## config.mk

```make
export PLATFORM = sky130hd
export DESIGN_NAME = mem_access
export DESIGN_NICKNAME = d
export VERILOG_FILES = /design/src/rtl/mem_pkg.sv /design/src/rtl/mem_timeout_ctr.sv /design/src/rtl/mem_access.sv
export SDC_FILE = /design/constraint.sdc
export NUM_CORES = 1
export LEC_CHECK = 0
export CORE_MARGIN = 2
export CORE_UTILIZATION = 40
export DETAILED_ROUTE_END_ITERATION = 12
export PLACE_DENSITY_LB_ADDON = 0.3
export SYNTH_ARGS = -nofsm -noshare
export SYNTH_HDL_FRONTEND = slang
export SYNTH_HIERARCHICAL = 1
export SYNTH_SLANG_ARGS = --single-unit
```

## constraint.sdc

```tcl
create_clock -name clk -period 4.9 [get_ports clk]
set_input_delay 0.98 -clock clk [delete_from_list [all_inputs] [get_ports clk]]
set_output_delay 0.98 -clock clk [all_outputs]
set_load 0.02 [all_outputs]
```

## src/rtl/mem_pkg.sv

```systemverilog
// Shared types and defaults for the MEM pipeline stage.
// The capture-register struct is sized by XLEN_DEF, so the mem_access XLEN
// parameter must stay at this default.
package mem_pkg;

    localparam int XLEN_DEF        = 32;
    localparam int TIMEOUT_CYC_DEF = 16;

    // IDLE: new accesses are launched from EX/MEM.
    // WAIT: an access is outstanding and is replayed from the capture registers.
    typedef enum logic [0:0] {
        IDLE = 1'b0,
        WAIT = 1'b1
    } mem_state_t;

    // Snapshot of an access that did not complete in its first cycle.
    typedef struct packed {
        logic [XLEN_DEF-1:0] addr;
        logic                we;
        logic [XLEN_DEF-1:0] wdata;
        logic [4:0]          rd;
        logic                mem_to_reg;
        logic                reg_write;
    } mem_req_t;

endpackage

```

## src/rtl/mem_timeout_ctr.sv

```systemverilog
// Counts WAIT cycles that pass without dmem_ack. It raises timeout_o in the
// cycle where the count has reached TIMEOUT_CYC-1 and the access is still
// unacknowledged. This module is only built when MEM_TIMEOUT_EN is defined.
module mem_timeout_ctr #(
    parameter int TIMEOUT_CYC = 16
) (
    input  logic clk,
    input  logic reset_n,
    input  logic clear_i,   // held while no access is outstanding
    input  logic inc_i,     // WAIT cycle without acknowledge
    output logic timeout_o
);

    localparam int             CW   = (TIMEOUT_CYC > 1) ? $clog2(TIMEOUT_CYC) : 1;
    localparam logic [CW-1:0]  LAST = CW'(TIMEOUT_CYC - 1);
    localparam logic [CW-1:0]  ONE  = CW'(1);

    logic [CW-1:0] cnt_q;
    logic [CW-1:0] cnt_d;

    // Next count: clear outside WAIT, saturate at the abort threshold.
    always_comb begin
        cnt_d = cnt_q;
        if (clear_i) begin
            cnt_d = '0;
        end else if (inc_i && (cnt_q != LAST)) begin
            cnt_d = cnt_q + ONE;
        end else begin
            cnt_d = cnt_q;
        end
    end

    // Counter register.
    always_ff @(posedge clk or negedge reset_n) begin
        if (!reset_n) begin
            cnt_q <= '0;
        end else begin
            cnt_q <= cnt_d;
        end
    end

    assign timeout_o = inc_i && (cnt_q == LAST);

endmodule

```

## src/rtl/mem_access.sv

```systemverilog
// MEM stage of the RISC-V pipeline: it drives the data-memory req/ack bus,
// stalls the upstream pipeline while an access is outstanding, and owns the
// MEM/WB register and the write-back mux.
// Optional feature macro: MEM_TIMEOUT_EN. When it is defined, an access
// left unacknowledged for TIMEOUT_CYC WAIT cycles is aborted and the
// sticky mem_err flag is set. When it is undefined, WAIT can last
// indefinitely and mem_err is tied to 0.
module mem_access
    import mem_pkg::*;
#(
    parameter int XLEN        = XLEN_DEF,
    parameter int TIMEOUT_CYC = TIMEOUT_CYC_DEF
) (
    input  logic            clk,
    input  logic            reset_n,

    input  logic [XLEN-1:0] EX_MEM_alu_out,
    input  logic [XLEN-1:0] EX_MEM_dataB,
    input  logic [4:0]      EX_MEM_rd,
    input  logic            EX_MEM_mem_to_reg,
    input  logic            EX_MEM_reg_write,
    input  logic            EX_MEM_mem_read,
    input  logic            EX_MEM_mem_write,

    output logic            dmem_req,
    output logic            dmem_we,
    output logic [XLEN-1:0] dmem_addr,
    output logic [XLEN-1:0] dmem_wdata,
    input  logic            dmem_ack,
    input  logic [XLEN-1:0] dmem_rdata,

    output logic            mem_stall,
    output logic            mem_err,

    output logic [XLEN-1:0] MEM_WB_alu_out,
    output logic [XLEN-1:0] MEM_WB_rdata,
    output logic [4:0]      MEM_WB_rd,
    output logic            MEM_WB_mem_to_reg,
    output logic            MEM_WB_reg_write,
    output logic [XLEN-1:0] wb_data
);

    mem_state_t      state_q;
    mem_state_t      state_d;
    mem_req_t        cap_q;
    mem_req_t        cap_d;

    logic [XLEN-1:0] wb_alu_q;
    logic [XLEN-1:0] wb_alu_d;
    logic [XLEN-1:0] wb_rdata_q;
    logic [XLEN-1:0] wb_rdata_d;
    logic [4:0]      wb_rd_q;
    logic [4:0]      wb_rd_d;
    logic            wb_m2r_q;
    logic            wb_m2r_d;
    logic            wb_rw_q;
    logic            wb_rw_d;

    logic            access_s;
    logic            is_store_s;
    logic            timeout_s;

    // A store takes priority when both read and write are flagged.
    assign access_s   = EX_MEM_mem_read | EX_MEM_mem_write;
    assign is_store_s = EX_MEM_mem_write;

`ifdef MEM_TIMEOUT_EN
    logic err_q;
    logic err_d;

    mem_timeout_ctr #(
        .TIMEOUT_CYC (TIMEOUT_CYC)
    ) u_timeout_ctr (
        .clk       (clk),
        .reset_n   (reset_n),
        .clear_i   (state_q == IDLE),
        .inc_i     ((state_q == WAIT) && !dmem_ack),
        .timeout_o (timeout_s)
    );

    assign err_d = err_q | timeout_s;

    // Sticky timeout flag, cleared only by reset.
    always_ff @(posedge clk or negedge reset_n) begin
        if (!reset_n) begin
            err_q <= 1'b0;
        end else begin
            err_q <= err_d;
        end
    end

    assign mem_err = err_q;
`else
    logic unused_timeout_cfg_s;

    assign unused_timeout_cfg_s = (TIMEOUT_CYC > 0);
    assign timeout_s            = 1'b0;
    assign mem_err              = 1'b0;
`endif

    // Bus request and stall. In IDLE, the request comes straight from EX/MEM.
    // In WAIT, it is replayed from the capture registers so that it stays
    // stable. Both are gated by reset_n so that an abandoned access drops at
    // once, even while the frozen EX/MEM still shows an access.
    always_comb begin
        dmem_req   = 1'b0;
        dmem_we    = is_store_s;
        dmem_addr  = EX_MEM_alu_out;
        dmem_wdata = EX_MEM_dataB;
        mem_stall  = 1'b0;
        case (state_q)
            IDLE: begin
                dmem_req  = reset_n & access_s;
                mem_stall = reset_n & access_s & ~dmem_ack;
            end
            WAIT: begin
                dmem_req   = reset_n;
                dmem_we    = cap_q.we;
                dmem_addr  = cap_q.addr;
                dmem_wdata = cap_q.wdata;
                mem_stall  = reset_n & ~dmem_ack;
            end
            default: begin
                dmem_req  = 1'b0;
                mem_stall = 1'b0;
            end
        endcase
    end

    // Next state, capture registers and MEM/WB contents. A bubble clears
    // reg_write and mem_to_reg and leaves the data fields unchanged.
    always_comb begin
        state_d    = state_q;
        cap_d      = cap_q;
        wb_alu_d   = wb_alu_q;
        wb_rdata_d = wb_rdata_q;
        wb_rd_d    = wb_rd_q;
        wb_m2r_d   = wb_m2r_q;
        wb_rw_d    = wb_rw_q;
        case (state_q)
            IDLE: begin
                if (access_s) begin
                    if (dmem_ack) begin
                        wb_alu_d   = EX_MEM_alu_out;
                        wb_rdata_d = dmem_rdata;
                        wb_rd_d    = EX_MEM_rd;
                        wb_m2r_d   = EX_MEM_mem_to_reg;
                        wb_rw_d    = EX_MEM_reg_write;
                    end else begin
                        cap_d.addr       = EX_MEM_alu_out;
                        cap_d.we         = is_store_s;
                        cap_d.wdata      = EX_MEM_dataB;
                        cap_d.rd         = EX_MEM_rd;
                        cap_d.mem_to_reg = EX_MEM_mem_to_reg;
                        cap_d.reg_write  = EX_MEM_reg_write;
                        wb_m2r_d         = 1'b0;
                        wb_rw_d          = 1'b0;
                        state_d          = WAIT;
                    end
                end else begin
                    wb_alu_d = EX_MEM_alu_out;
                    wb_rd_d  = EX_MEM_rd;
                    wb_m2r_d = EX_MEM_mem_to_reg;
                    wb_rw_d  = EX_MEM_reg_write;
                end
            end
            WAIT: begin
                if (dmem_ack) begin
                    wb_alu_d   = cap_q.addr;
                    wb_rdata_d = dmem_rdata;
                    wb_rd_d    = cap_q.rd;
                    wb_m2r_d   = cap_q.mem_to_reg;
                    wb_rw_d    = cap_q.reg_write;
                    state_d    = IDLE;
                end else if (timeout_s) begin
                    // Abort: the access is squashed and never reaches write-back.
                    wb_m2r_d = 1'b0;
                    wb_rw_d  = 1'b0;
                    state_d  = IDLE;
                end else begin
                    wb_m2r_d = 1'b0;
                    wb_rw_d  = 1'b0;
                end
            end
            default: begin
                wb_m2r_d = 1'b0;
                wb_rw_d  = 1'b0;
                state_d  = IDLE;
            end
        endcase
    end

    // FSM state, capture registers and the MEM/WB pipeline register.
    always_ff @(posedge clk or negedge reset_n) begin
        if (!reset_n) begin
            state_q    <= IDLE;
            cap_q      <= '0;
            wb_alu_q   <= '0;
            wb_rdata_q <= '0;
            wb_rd_q    <= 5'd0;
            wb_m2r_q   <= 1'b0;
            wb_rw_q    <= 1'b0;
        end else begin
            state_q    <= state_d;
            cap_q      <= cap_d;
            wb_alu_q   <= wb_alu_d;
            wb_rdata_q <= wb_rdata_d;
            wb_rd_q    <= wb_rd_d;
            wb_m2r_q   <= wb_m2r_d;
            wb_rw_q    <= wb_rw_d;
        end
    end

    assign MEM_WB_alu_out    = wb_alu_q;
    assign MEM_WB_rdata      = wb_rdata_q;
    assign MEM_WB_rd         = wb_rd_q;
    assign MEM_WB_mem_to_reg = wb_m2r_q;
    assign MEM_WB_reg_write  = wb_rw_q;

    // The write-back value also feeds the EX-stage forwarding path.
    assign wb_data = wb_m2r_q ? wb_rdata_q : wb_alu_q;

endmodule
```

* After elaboration in Yosys (flattened, before gate mapping)
Cells that the tools add are included.
W data, S select, Z words.
** Word-level totals
- Output and inout bits :: 171
- Word-level logic and storage cells :: 51
- Flip-flop bits (word level) :: 144
** Cells by class
- Equality and inequality tests :: 3
- Muxes and demuxes :: 28
- Reduce and logical (&&, ||, !) cells :: 2
- Bitwise gates (word level) :: 6
** Operators by type and width (number)
- $mux W32 :: 8
- $pmux W32 S2 :: 2
- $mux W5 :: 3
- $pmux W1 S2 :: 5
- $pmux W5 S2 :: 1
- $mux W1 :: 9
- $ne A2 B2 Y1 const B :: 2
- $and A1 B1 Y1 :: 3
- $ne A3 B3 Y1 const B :: 1
- $reduce_and A3 Y1 :: 1
- $not A1 Y1 :: 2
- $reduce_and A2 Y1 :: 1
- $or A1 B1 Y1 :: 1

* Depth between registers and ports, before layout
- Depth in word-level cells :: 4
- Gate-level depth with buffers :: 6
- Mapped depth without buffers :: 4

* Worst setup path before layout
Ideal clock, no wire load.
- Path type :: input port to output port
- From :: in EX_MEM_mem_write
- To :: out mem_stall
- Stages on the path :: 6
- Setup slack :: 1.948 ns
- Required time :: 3.920 ns
- Arrival :: 1.972 ns
- Buffers on the path :: 2
- Path through :: nor3_2 -> or2_1 -> buf_6 -> buf_6 -> inv_2 -> and2_1
** On the way
- Longest elaborated chain between the ends :: 4
** RTL lines
- start, declared :: line mem_access.sv:23 : input logic EX_MEM_mem_write,
- $or A1 B1 Y1 :: line mem_access.sv:64 : assign access_s = EX_MEM_mem_read | EX_MEM_mem_write;
- $and A1 B1 Y1 (2 in a row) :: line mem_access.sv:114 : mem_stall = reset_n & access_s & ~dmem_ack;
- $pmux W1 S2 :: line mem_access.sv:111 : case (state_q)
- end, declared :: line mem_access.sv:32 : output logic mem_stall,
No other way between the ends.

* Worst setup path in the final report
Ends and elaborated chain as after synthesis.

==> qor.yml <==
cells_and_area:
  syn_to_final_growth_pct: 51.96
  final_common_cell: "clkdlybuf4s50_1"
  top_register: "cap_q"
  fin_nets: 817
  drive_above_1_share: 0.3486
  diodes: 0
  largest_reg_flops: 72
  final_cell_mix: "clkdlybuf4s50_1 (276), mux2_2 (209), dfrtp_1 (142)"
  stdcell_area_um2: 10070
die:
  coreArea_um2: 16410
  initial_utilization: 0.4037
  dieWidth_um: 132.7
  num_rows: 47
  ios: 279
  dieArea_um2: 17610
  die_y_um: 132.7
place:
  gp_congestion: 0.7876
  dpl-instance-area_um2: 9518
  io_buffers: 277
  dp_hpwl_um: 12260
  place_ws_ns: 0.9580
sta:
  slew_headroom: 0.3481
  fmax_mhz: 255.3
  slew_viol_final: 0
  finalWorstSetupSlack_ns: 0.9830
  skew_ns: 0.005241
  setup_tns_ns: 0
  period_share: 0.7994
  grt_setup_unrepaired: "false"
  period_needed_ns: 3.917
  finalSetupViolCount: 0
  worst_pin_slew_ns: 0.9779
  hold_viol: 0
job:
  max-cap-violations: 0
power_and_ir_drop:
  switching_share: 0.2947
  power_leakage_uw: 0.004058
  internal_power_uw: 2874
  p_clk_frac: 0.297
  p_comb_frac: 0.324
  power_density_nw_per_um2: 404.9
  ir_worst_vdd_v: 0.0002347
  p_seq_frac: 0.379
  power_switching_uw: 1201
synthesis:
  netlist_area_um2: 6624
  yosysSeqAreaShare: 0.5440
  synth_top_family_by_area: "multiplexers"
  synth_fa_ha_area_frac: 0
  synth.net_count: 544
  synth_cell_type_count: 23
  synthSimpleGateAreaFrac: 0.01341
  synth-seq-cells: 144
  synthCells: 436
  synth_warnings: 6
  synthXorXnorAreaFrac: 0
  synthMuxAreaShare: 0.4037
  syn_avg_cell_area_um2: 15.19
  synth_compound_area_frac: 0.006422
cts:
  cts.sinks: 144
  clk-insertion-delay-late_ns: 0.42
  htreeDepth: 4
  tritoncts: "yes"
  cts_setup_buffers: 0
  ctsHoldBuffers: 0
  cts_made_buffers: 17
  clockBufferDepth: 2
  cts_root_buffer: "clkbuf_16"
  clkTransAtPathRegs_ns: 0.06
  ctsResizeCount: 0
setup_path:
  critPathMostFrequentCell: "clkdlybuf4s50_1"
  crit_path_cell_trace: "clkdlybuf4s50_1, nor3_2, or2_2, inv_2, and2_1, clkdlybuf4s50_1"
  critPathLaunchType: "input pin"
  path_buf_inv: 3
  end_kind: "output pin"
  cp.required_ns: 3.92
  cp_max_fo: 8
  r2r_slack_ns: 2.21
  slowest_delay_ns: 0.57
  crit_path_top_delay_cell: "clkdlybuf4s50_1"
  critPathTopFamily: "buffers and inverters"
  cp.arrival_ns: 2.94
  worstRegToRegCells: 3
  rr_startpoint: "state_q"
  r2r-end: "MEM_WB_rdata[20]"
  crit_type: "in -> out"
detailed_routing:
  met2_length_um: 9169
  wire_per_inst_um: 18.33
  via_count: 4653
  wl_met3_um: 896
  first_iter_violations: 121
  finalWirelength_um: 17230
  drt_first_pass_iters: 3
  top_layer: "met4"
  met1_length_um: 6678
  ant_nets: 0
  drt-vias-per-instance: 4.950
  drcViolationCount: 0
status:
  outcome: "finished clean"
global_routing:
  grt_pass1_vias: 4984
  antenna_found_initial: 0
  grtUsageTotal: 0.1984
  grt_pass1_wl_um: 27010
  grt_max_degree: 59
  grt_overflow: 0
hold_path:
  hold_class: "in -> async"
-- cells in the mapped netlist --
| cell type | n | area [um^2] |
|---|---|---|
| dfrtp_1 | 144 | 3603 |
| and2_1 | 1 | 6.260 |
| nand3_1 | 2 | 10.01 |
| buf_4 | 12 | 90.09 |
| conb_1 | 1 | 3.750 |
| clkbuf_1 | 1 | 3.750 |
| buf_6 | 6 | 67.56 |
| mux2i_1 | 5 | 50.05 |
| o21bai_1 | 1 | 7.510 |
| a21oi_1 | 5 | 25.02 |
| nor3_2 | 1 | 10.01 |
| nand2_1 | 2 | 7.510 |
| nor2_4 | 1 | 11.26 |
| mux2_1 | 24 | 270.3 |
| inv_2 | 1 | 3.750 |
| buf_2 | 7 | 35.03 |
| nor2b_1 | 1 | 6.260 |
| buf_1 | 3 | 11.26 |
| nor3_1 | 5 | 25.02 |
| o21ai_0 | 2 | 10.01 |
| nand2b_1 | 1 | 6.260 |
| or2_1 | 1 | 6.260 |
| mux2_2 | 209 | 2354 |
-- layout make-up --
class | count | area (um^2)
clock buffers | 23 | 488.0
flip-flops and latches | 144 | 3608
clock inverters | 7 | 60.06
fillers | 1265 | 6341
well taps | 220 | 275.3
inverters | 1 | 3.754
multi-input cells | 262 | 2811
repair buffers | 283 | 2819
-- power by group through the flow --
stage / Sequential, uW / Combinational [uW] / Clock (uW)
floorplan: 1620 / 605 / 0
global placement: 1550 / 1310 / 0
detailed placement: 1560 / 1330 / 0
CTS: 1550 / 1340 / 1240
global route: 1570 / 1390 / 1300
finish: 1540 / 1320 / 1210
-- through the flow --
| step | hold slack [ns] | power (uW) | utilization | instances |
|---|---|---|---|---|
| 3_5_place_dp | 0.4684 | 2895 | 0.5801 | 910 |
| 5_1_grt | 0.4516 | 4258 | 0.6135 | 940 |
| 6_report | 0.4401 | 4075 | 0.6135 | 940 |
| 2_1_floorplan | 0.4522 | 2227 | - | 436 |
| 4_1_cts | 0.4325 | 4121 | 0.6135 | 940 |
| 3_3_place_gp | 0.4623 | 2858 | 0.5801 | 910 |
-- worst register-to-register path, stage by stage (launching register included) --
cell	delay (ns)
dfrtp_4	0.72
nor3_2	0.54
nand2b_2	0.85
mux2_2	0.46
-- per-layer routing --
metal  track usage  vias up
met2        0.3561      156
li1              -     2116
met1        0.2213     2347
met3       0.05134       34
met5             0        -
met4       0.08781        0
-- how the worst max path moves through the flow --
stage                     slack, ns  cells past startpoint              from        end
final                          0.98                      6  EX_MEM_mem_write  mem_stall
after detailed placement       0.96                      6  EX_MEM_mem_write  mem_stall
after global routing           0.88                      6  EX_MEM_mem_write  mem_stall
after CTS                      0.95                      6  EX_MEM_mem_write  mem_stall
after global placement          1.0                      6  EX_MEM_mem_write  mem_stall
after floorplan                1.95                      6  EX_MEM_mem_write  mem_stall
-- cells by family after synthesis --
kind of cell | count (synthesis)
AOI/OAI and AO/OA | 8
buffers and inverters | 30
DFF | 144
muxes | 238
other | 1
and+or+nand+nor | 15
(Power assumes the default switching activity.)
